File: src/rtl/serial_port.sv
// rtl/serial_port.sv - memory-mapped 8N1 UART with TX FIFO, RX holding register and IRQ
//
// Ports:
//   clk_i    system clock, all state on the rising edge
//   reset_i  synchronous active-high reset
//   cs_i     chip select from the address decoder
//   rw_i     bus direction, 0 = read, 1 = write
//   addr_i   register offset
//   di_i     CPU write data
//   do_o     read data, combinational; 8'h00 unless a read is selected
//   rxd_i    asynchronous serial input, idle high
//   txd_o    serial output, idle high
//   irq_o    level interrupt, active-high
//
// Registers: 0 DATA, 1 STATUS, 2 DIV_LO, 3 DIV_HI, 4 CTRL; 5..F read as zero.
module serial_port #(
  parameter int unsigned FIFO_DEPTH = 4,
  parameter logic [15:0] DIV_RESET  = 16'd103
) (
  input  logic       clk_i,
  input  logic       reset_i,
  input  logic       cs_i,
  input  logic       rw_i,
  input  logic [3:0] addr_i,
  input  logic [7:0] di_i,
  output logic [7:0] do_o,
  input  logic       rxd_i,
  output logic       txd_o,
  output logic       irq_o
);

  localparam int unsigned PW       = $clog2(FIFO_DEPTH);
  localparam logic [PW-1:0] PTR_ONE  = 1;
  localparam logic [PW:0]   CNT_ONE  = 1;
  localparam logic [PW:0]   CNT_FULL = (PW+1)'(FIFO_DEPTH);

  typedef enum logic [1:0] {S_IDLE, S_START, S_DATA, S_STOP} state_e;

  // Bus decode
  logic wr_en, rd_en;
  logic wr_data, wr_status, wr_div_lo, wr_div_hi, wr_ctrl, rd_data;
  assign wr_en     = cs_i & rw_i;
  assign rd_en     = cs_i & ~rw_i;
  assign wr_data   = wr_en & (addr_i == 4'h0);
  assign wr_status = wr_en & (addr_i == 4'h1);
  assign wr_div_lo = wr_en & (addr_i == 4'h2);
  assign wr_div_hi = wr_en & (addr_i == 4'h3);
  assign wr_ctrl   = wr_en & (addr_i == 4'h4);
  assign rd_data   = rd_en & (addr_i == 4'h0);

  // State
  logic [15:0]   div_q, div_d;
  logic [1:0]    ctrl_q, ctrl_d;
  logic [7:0]    mem_q [FIFO_DEPTH];
  logic [PW-1:0] wptr_q, wptr_d, rptr_q, rptr_d;
  logic [PW:0]   count_q, count_d;
  state_e        tx_state_q, tx_state_d;
  logic [15:0]   tx_cnt_q, tx_cnt_d;
  logic [2:0]    tx_bit_q, tx_bit_d;
  logic [7:0]    tx_sh_q, tx_sh_d;
  logic          sync1_q, sync2_q, sync3_q;
  state_e        rx_state_q, rx_state_d;
  logic [15:0]   rx_cnt_q, rx_cnt_d;
  logic [2:0]    rx_bit_q, rx_bit_d;
  logic [7:0]    rx_sh_q, rx_sh_d;
  logic [7:0]    rx_data_q, rx_data_d;
  logic          rx_valid_q, rx_valid_d;
  logic          rx_ovr_q, rx_ovr_d;
  logic          frm_err_q, frm_err_d;
  logic          tx_ovf_q, tx_ovf_d;

  // Divisors below 7 are clamped so a bit period is never shorter than 8 clocks.
  logic [15:0] div_eff, half_bit;
  assign div_eff  = (div_q < 16'd7) ? 16'd7 : div_q;
  assign half_bit = {1'b0, div_eff[15:1]} + {15'b0, div_eff[0]};  // (div_eff+1)/2

  logic fifo_empty, fifo_full, tx_idle, tx_pop, push_ok, tx_ovf_evt;
  assign fifo_empty = (count_q == '0);
  assign fifo_full  = (count_q == CNT_FULL);
  assign tx_idle    = fifo_empty & (tx_state_q == S_IDLE);
  // A pop in the same cycle frees a slot, so a push onto a full FIFO still lands.
  assign push_ok    = wr_data & (~fifo_full | tx_pop);
  assign tx_ovf_evt = wr_data & fifo_full & ~tx_pop;

  always_comb begin
    div_d  = div_q;
    ctrl_d = ctrl_q;
    if (wr_div_lo) div_d[7:0]  = di_i;
    if (wr_div_hi) div_d[15:8] = di_i;
    if (wr_ctrl)   ctrl_d      = di_i[1:0];
  end

  always_comb begin
    wptr_d  = wptr_q;
    rptr_d  = rptr_q;
    count_d = count_q;
    if (push_ok) wptr_d = wptr_q + PTR_ONE;
    if (tx_pop)  rptr_d = rptr_q + PTR_ONE;
    case ({push_ok, tx_pop})
      2'b10:   count_d = count_q + CNT_ONE;
      2'b01:   count_d = count_q - CNT_ONE;
      default: count_d = count_q;
    endcase
  end

  // TX FSM. Each state's counter is reloaded from div_eff when a bit period
  // begins, so divisor writes apply from the next bit onward.
  always_comb begin
    tx_state_d = tx_state_q;
    tx_cnt_d   = tx_cnt_q;
    tx_bit_d   = tx_bit_q;
    tx_sh_d    = tx_sh_q;
    tx_pop     = 1'b0;
    case (tx_state_q)
      S_IDLE: begin
        if (!fifo_empty) begin
          tx_pop     = 1'b1;
          tx_sh_d    = mem_q[rptr_q];
          tx_cnt_d   = div_eff;
          tx_state_d = S_START;
        end
      end
      S_START: begin
        if (tx_cnt_q == 16'd0) begin
          tx_cnt_d   = div_eff;
          tx_bit_d   = 3'd0;
          tx_state_d = S_DATA;
        end else begin
          tx_cnt_d = tx_cnt_q - 16'd1;
        end
      end
      S_DATA: begin
        if (tx_cnt_q == 16'd0) begin
          tx_cnt_d = div_eff;
          if (tx_bit_q == 3'd7) begin
            tx_state_d = S_STOP;
          end else begin
            tx_bit_d = tx_bit_q + 3'd1;
            tx_sh_d  = {1'b0, tx_sh_q[7:1]};
          end
        end else begin
          tx_cnt_d = tx_cnt_q - 16'd1;
        end
      end
      S_STOP: begin
        if (tx_cnt_q == 16'd0) begin
          if (!fifo_empty) begin
            // Back-to-back frame: no idle gap after the stop bit.
            tx_pop     = 1'b1;
            tx_sh_d    = mem_q[rptr_q];
            tx_cnt_d   = div_eff;
            tx_state_d = S_START;
          end else begin
            tx_state_d = S_IDLE;
          end
        end else begin
          tx_cnt_d = tx_cnt_q - 16'd1;
        end
      end
      default: tx_state_d = S_IDLE;
    endcase
  end

  always_comb begin
    case (tx_state_q)
      S_START: txd_o = 1'b0;
      S_DATA:  txd_o = tx_sh_q[0];
      default: txd_o = 1'b1;
    endcase
  end

  // RX FSM on the synchronized line (sync2_q); sync3_q is its previous value
  // for falling-edge detection.
  logic rx_done, frm_evt;
  always_comb begin
    rx_state_d = rx_state_q;
    rx_cnt_d   = rx_cnt_q;
    rx_bit_d   = rx_bit_q;
    rx_sh_d    = rx_sh_q;
    rx_done    = 1'b0;
    frm_evt    = 1'b0;
    case (rx_state_q)
      S_IDLE: begin
        if (!sync2_q && sync3_q) begin
          rx_cnt_d   = half_bit - 16'd1;
          rx_state_d = S_START;
        end
      end
      S_START: begin
        if (rx_cnt_q == 16'd0) begin
          if (!sync2_q) begin
            rx_cnt_d   = div_eff;
            rx_bit_d   = 3'd0;
            rx_state_d = S_DATA;
          end else begin
            rx_state_d = S_IDLE;  // glitch, not a start bit
          end
        end else begin
          rx_cnt_d = rx_cnt_q - 16'd1;
        end
      end
      S_DATA: begin
        if (rx_cnt_q == 16'd0) begin
          rx_sh_d  = {sync2_q, rx_sh_q[7:1]};
          rx_cnt_d = div_eff;
          if (rx_bit_q == 3'd7) rx_state_d = S_STOP;
          else                  rx_bit_d   = rx_bit_q + 3'd1;
        end else begin
          rx_cnt_d = rx_cnt_q - 16'd1;
        end
      end
      S_STOP: begin
        if (rx_cnt_q == 16'd0) begin
          rx_done    = sync2_q;
          frm_evt    = ~sync2_q;
          rx_state_d = S_IDLE;
        end else begin
          rx_cnt_d = rx_cnt_q - 16'd1;
        end
      end
      default: rx_state_d = S_IDLE;
    endcase
  end

  // Holding register and sticky flags. A DATA read frees the holding register
  // before a byte completing in the same cycle is considered, and W1C clears
  // apply before same-cycle events so the event wins.
  always_comb begin
    logic valid_after_rd;
    valid_after_rd = rx_valid_q & ~rd_data;
    rx_valid_d     = valid_after_rd;
    rx_data_d      = rx_data_q;
    rx_ovr_d       = rx_ovr_q  & ~(wr_status & di_i[3]);
    frm_err_d      = frm_err_q & ~(wr_status & di_i[4]);
    tx_ovf_d       = tx_ovf_q  & ~(wr_status & di_i[5]);
    if (rx_done) begin
      if (!valid_after_rd) begin
        rx_data_d  = rx_sh_q;
        rx_valid_d = 1'b1;
      end else begin
        rx_ovr_d = 1'b1;
      end
    end
    if (frm_evt)    frm_err_d = 1'b1;
    if (tx_ovf_evt) tx_ovf_d  = 1'b1;
  end

  logic [7:0] status;
  assign status = {2'b00, tx_ovf_q, frm_err_q, rx_ovr_q, rx_valid_q, tx_idle, fifo_full};
  assign irq_o  = (ctrl_q[0] & rx_valid_q) | (ctrl_q[1] & tx_idle);

  always_comb begin
    do_o = 8'h00;
    if (rd_en) begin
      case (addr_i)
        4'h0:    do_o = rx_data_q;
        4'h1:    do_o = status;
        4'h2:    do_o = div_q[7:0];
        4'h3:    do_o = div_q[15:8];
        4'h4:    do_o = {6'b0, ctrl_q};
        default: do_o = 8'h00;
      endcase
    end
  end

  always_ff @(posedge clk_i) begin
    if (push_ok) mem_q[wptr_q] <= di_i;
  end

  always_ff @(posedge clk_i) begin
    if (reset_i) begin
      div_q      <= DIV_RESET;
      ctrl_q     <= 2'b00;
      wptr_q     <= '0;
      rptr_q     <= '0;
      count_q    <= '0;
      tx_state_q <= S_IDLE;
      tx_cnt_q   <= 16'd0;
      tx_bit_q   <= 3'd0;
      tx_sh_q    <= 8'h00;
      sync1_q    <= 1'b1;
      sync2_q    <= 1'b1;
      sync3_q    <= 1'b1;
      rx_state_q <= S_IDLE;
      rx_cnt_q   <= 16'd0;
      rx_bit_q   <= 3'd0;
      rx_sh_q    <= 8'h00;
      rx_data_q  <= 8'h00;
      rx_valid_q <= 1'b0;
      rx_ovr_q   <= 1'b0;
      frm_err_q  <= 1'b0;
      tx_ovf_q   <= 1'b0;
    end else begin
      div_q      <= div_d;
      ctrl_q     <= ctrl_d;
      wptr_q     <= wptr_d;
      rptr_q     <= rptr_d;
      count_q    <= count_d;
      tx_state_q <= tx_state_d;
      tx_cnt_q   <= tx_cnt_d;
      tx_bit_q   <= tx_bit_d;
      tx_sh_q    <= tx_sh_d;
      sync1_q    <= rxd_i;
      sync2_q    <= sync1_q;
      sync3_q    <= sync2_q;
      rx_state_q <= rx_state_d;
      rx_cnt_q   <= rx_cnt_d;
      rx_bit_q   <= rx_bit_d;
      rx_sh_q    <= rx_sh_d;
      rx_data_q  <= rx_data_d;
      rx_valid_q <= rx_valid_d;
      rx_ovr_q   <= rx_ovr_d;
      frm_err_q  <= frm_err_d;
      tx_ovf_q   <= tx_ovf_d;
    end
  end

endmodule

File: config.mk
export PLATFORM = sky130hd
export DESIGN_NAME = serial_port
export DESIGN_NICKNAME = d
export VERILOG_FILES = /design/src/rtl/serial_port.sv
export SDC_FILE = /design/constraint.sdc
export NUM_CORES = 1
export LEC_CHECK = 0
export ABC_AREA = 1
export BUFFER_PORTS_ARGS = -buffer_cell sky130_fd_sc_hd__clkbuf_2
export CAP_MARGIN = 10
export CELL_PAD_IN_SITES_DETAIL_PLACEMENT = 0
export CELL_PAD_IN_SITES_GLOBAL_PLACEMENT = 1
export CORE_MARGIN = 2
export CORE_UTILIZATION = 50
export DETAILED_ROUTE_END_ITERATION = 8
export PLACE_DENSITY = 0.86
export SYNTH_ARGS = -nofsm -noshare
export SYNTH_HDL_FRONTEND = slang
export SYNTH_SLANG_ARGS = --single-unit
File: constraint.sdc
create_clock -name clk_i -period 5.6 [get_ports clk_i]
set_input_delay 1.4 -clock clk_i [delete_from_list [all_inputs] [get_ports clk_i]]
set_output_delay 1.4 -clock clk_i [all_outputs]
set_load 0.005 [all_outputs]
== Word level (Yosys, flattened, before mapping) ==
Memory sizes are Yosys's and may differ from the RTL's. A register that Yosys moved wholly into a read port is not among the register bits.
Cells that the tools add are included.

* Add/subtract/negate cells: 10
* Magnitude comparators: 1
* Eq/ne operators: 30
* Multiplexer cells: 59
* Bitwise gates (word level): 32
* Reduce and logical (&&, ||, !) cells: 21

{| class="wikitable"
|+ Operators with widths
! operator !! count
|-
| $mux 16 || 9
|-
| $pmux 16 s4 || 1
|-
| $pmux 16 s3 || 1
|-
| $sub 16x1->16 const B || 3
|-
| $mux 8 || 5
|-
| $pmux 8 s5 || 1
|-
| $logic_not 16->1 || 2
|-
| $ne 2x2->1 const B || 14
|-
| $mux 2 || 13
|-
| $pmux 8 s3 || 1
|-
| $and 1x1->1 || 21
|-
| $mux 3 || 7
|-
| $pmux 3 s2 || 3
|-
| $add 15x1->16 || 1
|-
| $lt 16x3->1 const B || 1
|-
| $pmux 2 s4 || 2
|-
| $reduce_and 5->1 || 3
|-
| $mux 1 || 14
|-
| $eq 2x2->1 const B || 5
|-
| $add 3x1->3 const B || 3
|-
| $eq 3x3->1 const B || 3
|-
| $not 1->1 || 9
|-
| $eq 4x2->1 const B || 2
|-
| $reduce_and 4->1 || 2
|-
| other kinds (18) || 27
|}

* Register bits: 98
* Memory bits (writable): 32
* Bits of input ports: 17
* Output and inout port bits: 10
* Word-level logic and storage cells: 176
* Memories: 1

{| class="wikitable"
|+ Memories
! name !! words !! width !! read ports !! clocked after memory_dff !! write ports !! RTL line !! text
|-
| mem_q || 4 || 8 || 1 || 1 || 1 || 54 || <nowiki>logic [7:0] mem_q [FIFO_DEPTH];</nowiki>
|}

== Depth between registers and ports, before layout ==
* Depth in word-level cells: 8
* Depth in mapped cells: 19
* Mapped depth without buffers: 18

== Least setup slack after synthesis ==
No wires, ideal clock.

* Kind: input-to-output
* From: input addr_i[3]
* To: output do_o[0]
* Arrival time: 2,455 ps
* Data required time: 4,200 ps
* Setup slack: 1,745 ps
* Stages: 7
* Path through: nor2_1 -> inv_1 -> nor3_1 -> inv_1 -> o22ai_1 -> a211oi_1 -> nor2_1

* Longest elaborated chain between the ends: 3
* Elaborated cells on any way between the ends: 7

{| class="wikitable"
|+ Ends and longest elaborated chain
! item !! RTL line !! text
|-
| start: declaration || 24 || <nowiki>input logic [3:0] addr_i,</nowiki>
|-
| $eq 4x3->1, or another cell as far along || 255 || <nowiki>case (addr_i)</nowiki>
|-
| $pmux 8 s5 (*) || 255 ||
|-
| $mux 8 (*) || 254 || <nowiki>if (rd_en) begin</nowiki>
|-
| end: declaration || 26 || <nowiki>output logic [7:0] do_o,</nowiki>
|}

Every way passes the cells marked *; elsewhere a longest branch is shown, timed or not.

== Worst setup path in the final report ==
* From: input addr_i[3]
* To: output do_o[4]

The elaborated chain is that of the path after synthesis.

==> impl.org <==
** Status
- The flow ran to the end, and the final reports show no timing, DRC or antenna violations.

** Synthesis
- For this run, the number of Yosys warnings is 0.
- For this run, the leading register cell type out of synthesis is sky130_fd_sc_hd__dfxtp_1.
- Simple-gate share of the synthesized area :: 23.78%
- Counting flops and latches in the post-synthesis netlist gives 132.
- Dominant combinational cell family by area after synthesis :: simple AND/OR/NAND/NOR gates
- Synthesized area :: 7492 um^2
- Proportion of synthesized area in mux cells :: 0.9352%
- Counting flops with an async set or reset pin after synthesis yields a share of 0%.
- XOR/XNOR Fraction of Synth Area :: 2.221%
- Mean instance size in the synthesized netlist :: 7.295 um^2
- Sequential cells were found to cover 39.55% of the synthesized design area.
- Cell count after synthesis :: 1027
- The synthesized netlist devotes 20.61% of its cell area to compound gates.
- In this run, distinct cell masters in the synthesized netlist total 49.
- Yosys mapped a number of flops with a built-in enable equal to 32.
- Post-synthesis net count :: 1067
- After Yosys synthesis, full adders, half adders and majority gates account for 3.941% of the synthesized area.

** Timing
- In this run the tightest slew margin relative to its limit is 34.40%.
- Final Critical Period :: 4.351 ns
- Maximum achievable frequency :: 229.8 MHz
- Setup repair after global routing left no endpoint under its margin.
- Final setup viols :: 0
- Final period utilization :: 77.69%
- On the final layout, the worst hold slack is 0.4269 ns.
- Clock skew :: 0.01329 ns
- The final number of max-transition violations was 0.
- After routing, the total negative slack on setup checks comes to 0 ns.
- Final number of hold-violating endpoints :: 0
- For the pin with the worst max-slew slack, the measured transition is 0.9817 ns.

** Clock network
- Clock-pin slew was measured on the worst setup and hold paths at 0.06 ns.
- Counting the buffers created by CTS gives 17.
- CTS built an H-tree with a depth of 4.
- In this run, post-CTS hold repair placed 0 buffers.
- Post-CTS repair changed the size of 0 cells.
- Num Clock Sinks :: 132
- Number of setup buffers added after CTS :: 0
- The clock passes through at most 2 buffers.
- Later-pin clock latency in the skew report :: 0.43 ns
- Clock tree root buffer cell :: sky130_fd_sc_hd__clkbuf_16
- TritonCTS clock tree :: done

** Global route
- The via count of the first global-routing pass is 6596.
- Remaining Overflow, GRT :: 0
- Number of antenna violations at the first check in global routing :: 0
- For this run, the total global-route usage over all layers was measured as 26.26%.
- Wire length of the first global-routing pass :: 33620 um
- Entering global routing, the biggest net connects 51 pins.

** Routing
- In the routed design, unresolved DRC markers number 0.
- After detailed routing, the number of vias per cell comes to 5.602.
- The pre-antenna-repair detailed-routing pass consisted of 6 iterations.
- Number of routed nets with antenna violations :: 0
- The routed layout has 6896 vias.
- Routed wire per std cell :: 16.50 um
- Aggregate routed wire length :: 20310 um
- For this block, the initial DRC count from the detailed router was 612.

** Setup path
- CP Data Required Time :: 4.20 ns
- For the worst setup path, the data arrival time is 2.95 ns.
- The worst setup path is of the input pin to primary output kind.
- Along the worst path, the maximum fanout reaches 6.
- The worst setup path is captured at a primary output.
- The worst register-to-register path has a depth of 11.
- Startpoint Class :: input pin

** Power
- Of the total power, the share spent switching nets is 40.98%.
- P per Cell Area :: 435.6 nW/um^2
- Net switching power of the design :: 0.001477 W
- Of the total power, combinational logic draws 37.0%.
- The internal power of the cells totals 0.002127 W.
- Across the VDD grid, the largest voltage drop is 274.2 uV.
- Of the total power, registers draw 32.6%.
- Portion of total power attributed to the clock network :: 30.3%
- Leakage power total :: 3.440 nW

** Layout
- After filler insertion, the fill cell instance count of the layout stands at 1430.
- From synthesis to final layout, the design area changed by 10.42%.
- In the layout the commonest cells are sky130_fd_sc_hd__nand2_1 (173), sky130_fd_sc_hd__inv_1 (124), sky130_fd_sc_hd__nor2_1 (123).
- The post-route netlist has 9.265% of its cells at a drive strength greater than 1.
- Net total in the final layout :: 1074
- 0 antenna diodes ended up in the layout.
- Most frequent standard cell in the layout excluding fill and tap cells :: sky130_fd_sc_hd__nand2_1

** Placement
- The wire-length estimate of the detail-placed layout is 14220 um.
- The count of buffers added on input and output ports is 26.
- Routability cong. :: 0.8534

** Floorplanning
- In this run the standard cell core region covers 14590 um^2.
- Total I/O pin count :: 27
- Die Footprint :: 15980 um^2
- Vertical die dimension :: 126.4 um
- Chip width :: 126.4 um
- After floorplanning, the core was divided into 44 placement rows.
- The initial utilization of the core area, before any placement, comes to 51.36%.

** Min path
- Counting instances, the worst hold path has a depth of 1.
- The worst hold path belongs to the class flop to flop.

** Flow run
- Maximum capacitance violations :: 0
## critical path: stages
cell	delay, ns
sky130_fd_sc_hd__clkbuf_2	0.09
sky130_fd_sc_hd__nor2_1	0.16
sky130_fd_sc_hd__inv_1	0.07
sky130_fd_sc_hd__nor3_1	0.38
sky130_fd_sc_hd__inv_1	0.24
sky130_fd_sc_hd__o22ai_1	0.20
sky130_fd_sc_hd__a221oi_1	0.08
sky130_fd_sc_hd__nor2_1	0.18
sky130_fd_sc_hd__clkbuf_2	0.15
## flip-flops by register name, indices dropped and copies added, names as in the netlist, named ones only
| signal | flops |
|---|---|
| count_q | 3 |
| ctrl_q | 2 |
| div_q | 16 |
| frm_err_q | 1 |
| mem_q | 32 |
| rptr_q | 2 |
| rx_bit_q | 3 |
| rx_cnt_q | 16 |
| rx_data_q | 8 |
| rx_ovr_q | 1 |
| rx_sh_q | 8 |
| rx_state_q | 1 |
| rx_valid_q | 1 |
| sync1_q | 1 |
| sync2_q | 1 |
| sync3_q | 1 |
| tx_bit_q | 3 |
| tx_cnt_q | 16 |
| tx_ovf_q | 1 |
| tx_sh_q | 8 |
| tx_state_q | 2 |
| wptr_q | 2 |
## power by group through the flow
stage	sequential (W)	combinational, W	clock (W)
2_1_floorplan	0.00116	0.00107	0
4_1_cts	0.00118	0.00133	0.00110
5_1_grt	0.00119	0.00151	0.00114
3_3_place_gp	0.00119	0.00131	0
6_report	0.00118	0.00133	0.00109
3_5_place_dp	0.00119	0.00132	0
## final cells by class
cell class	count	area, um^2	area share, %
multi-input cells	723	3857	46.63
flip-flops and latches	132	2963	35.81
inverters	131	493.0	5.959
clock buffers	18	439.2	5.309
well taps	184	230.2	2.783
repair buffers	29	152.6	1.845
clock inverters	14	137.6	1.664
## cell usage after synthesis (all sizes together) (2+ instances only)
cell | number | area, um^2
nor2 | 133 | 554.3
or2 | 3 | 18.77
o211ai | 20 | 155.1
dfxtp | 100 | 2002
nand2 | 174 | 655.6
nand3 | 73 | 387.9
a211oi | 11 | 92.58
a221oi | 4 | 35.03
o32ai | 8 | 70.07
nand3b | 2 | 27.53
mux2i | 7 | 70.07
clkbuf | 31 | 117.6
edfxtp | 32 | 960.9
o21ai | 109 | 553.0
inv | 130 | 488.0
o221ai | 2 | 17.52
a21oi | 97 | 493.0
buf | 10 | 61.30
o22ai | 15 | 93.84
nand4 | 10 | 75.07
nor3 | 8 | 55.05
ha | 22 | 275.3
xor2 | 16 | 140.1
xnor2 | 3 | 26.28
## per-stage QoR
stage	instance area, um^2	std cells	util (%)	total power (W)	setup WS [ns]
floorplan	7492	1027	-	0.002229	1.745
global placement	7696	1199	52.75	0.002510	1.251
detailed placement	7696	1199	52.75	0.002515	1.276
CTS	8273	1231	56.71	0.003608	1.236
global route	8273	1231	56.71	0.003842	1.028
finish	8273	1231	56.71	0.003604	1.249
## worst paths after layout
kind                                     from           to  slack, ns
worst min-delay path                  sync1_q      sync2_q       0.43
worst min register to register        sync1_q      sync2_q       0.43
worst max register to register  rx_state_q[0]  rx_cnt_q[9]       2.53
worst max-delay path                addr_i[3]      do_o[4]       1.25
## cell families (layout without fill, tap and decap cells)
group	after synthesis	count (layout)
AND/OR/NAND/NOR	404	404
AO/OA/AOI/OAI	270	270
buffers and inverters	172	192
flip-flops	132	132
adder cells (fa/ha/maj)	23	23
XOR/XNOR	19	19
multiplexers	7	7
## metal layers
| metal | global-route usage (%) | up-vias | wire length, um |
|---|---|---|---|
| met3 | 5.441 | 45 | 1104 |
| met2 | 43.41 | 195 | 9542 |
| met4 | 8.403 | 0 | 433 |
| met1 | 34.58 | 3174 | 9228 |
| li1 | - | 3482 | - |
| met5 | 0 | - | 0 |
No activity file was read; power rests on OpenSTA's default activity.
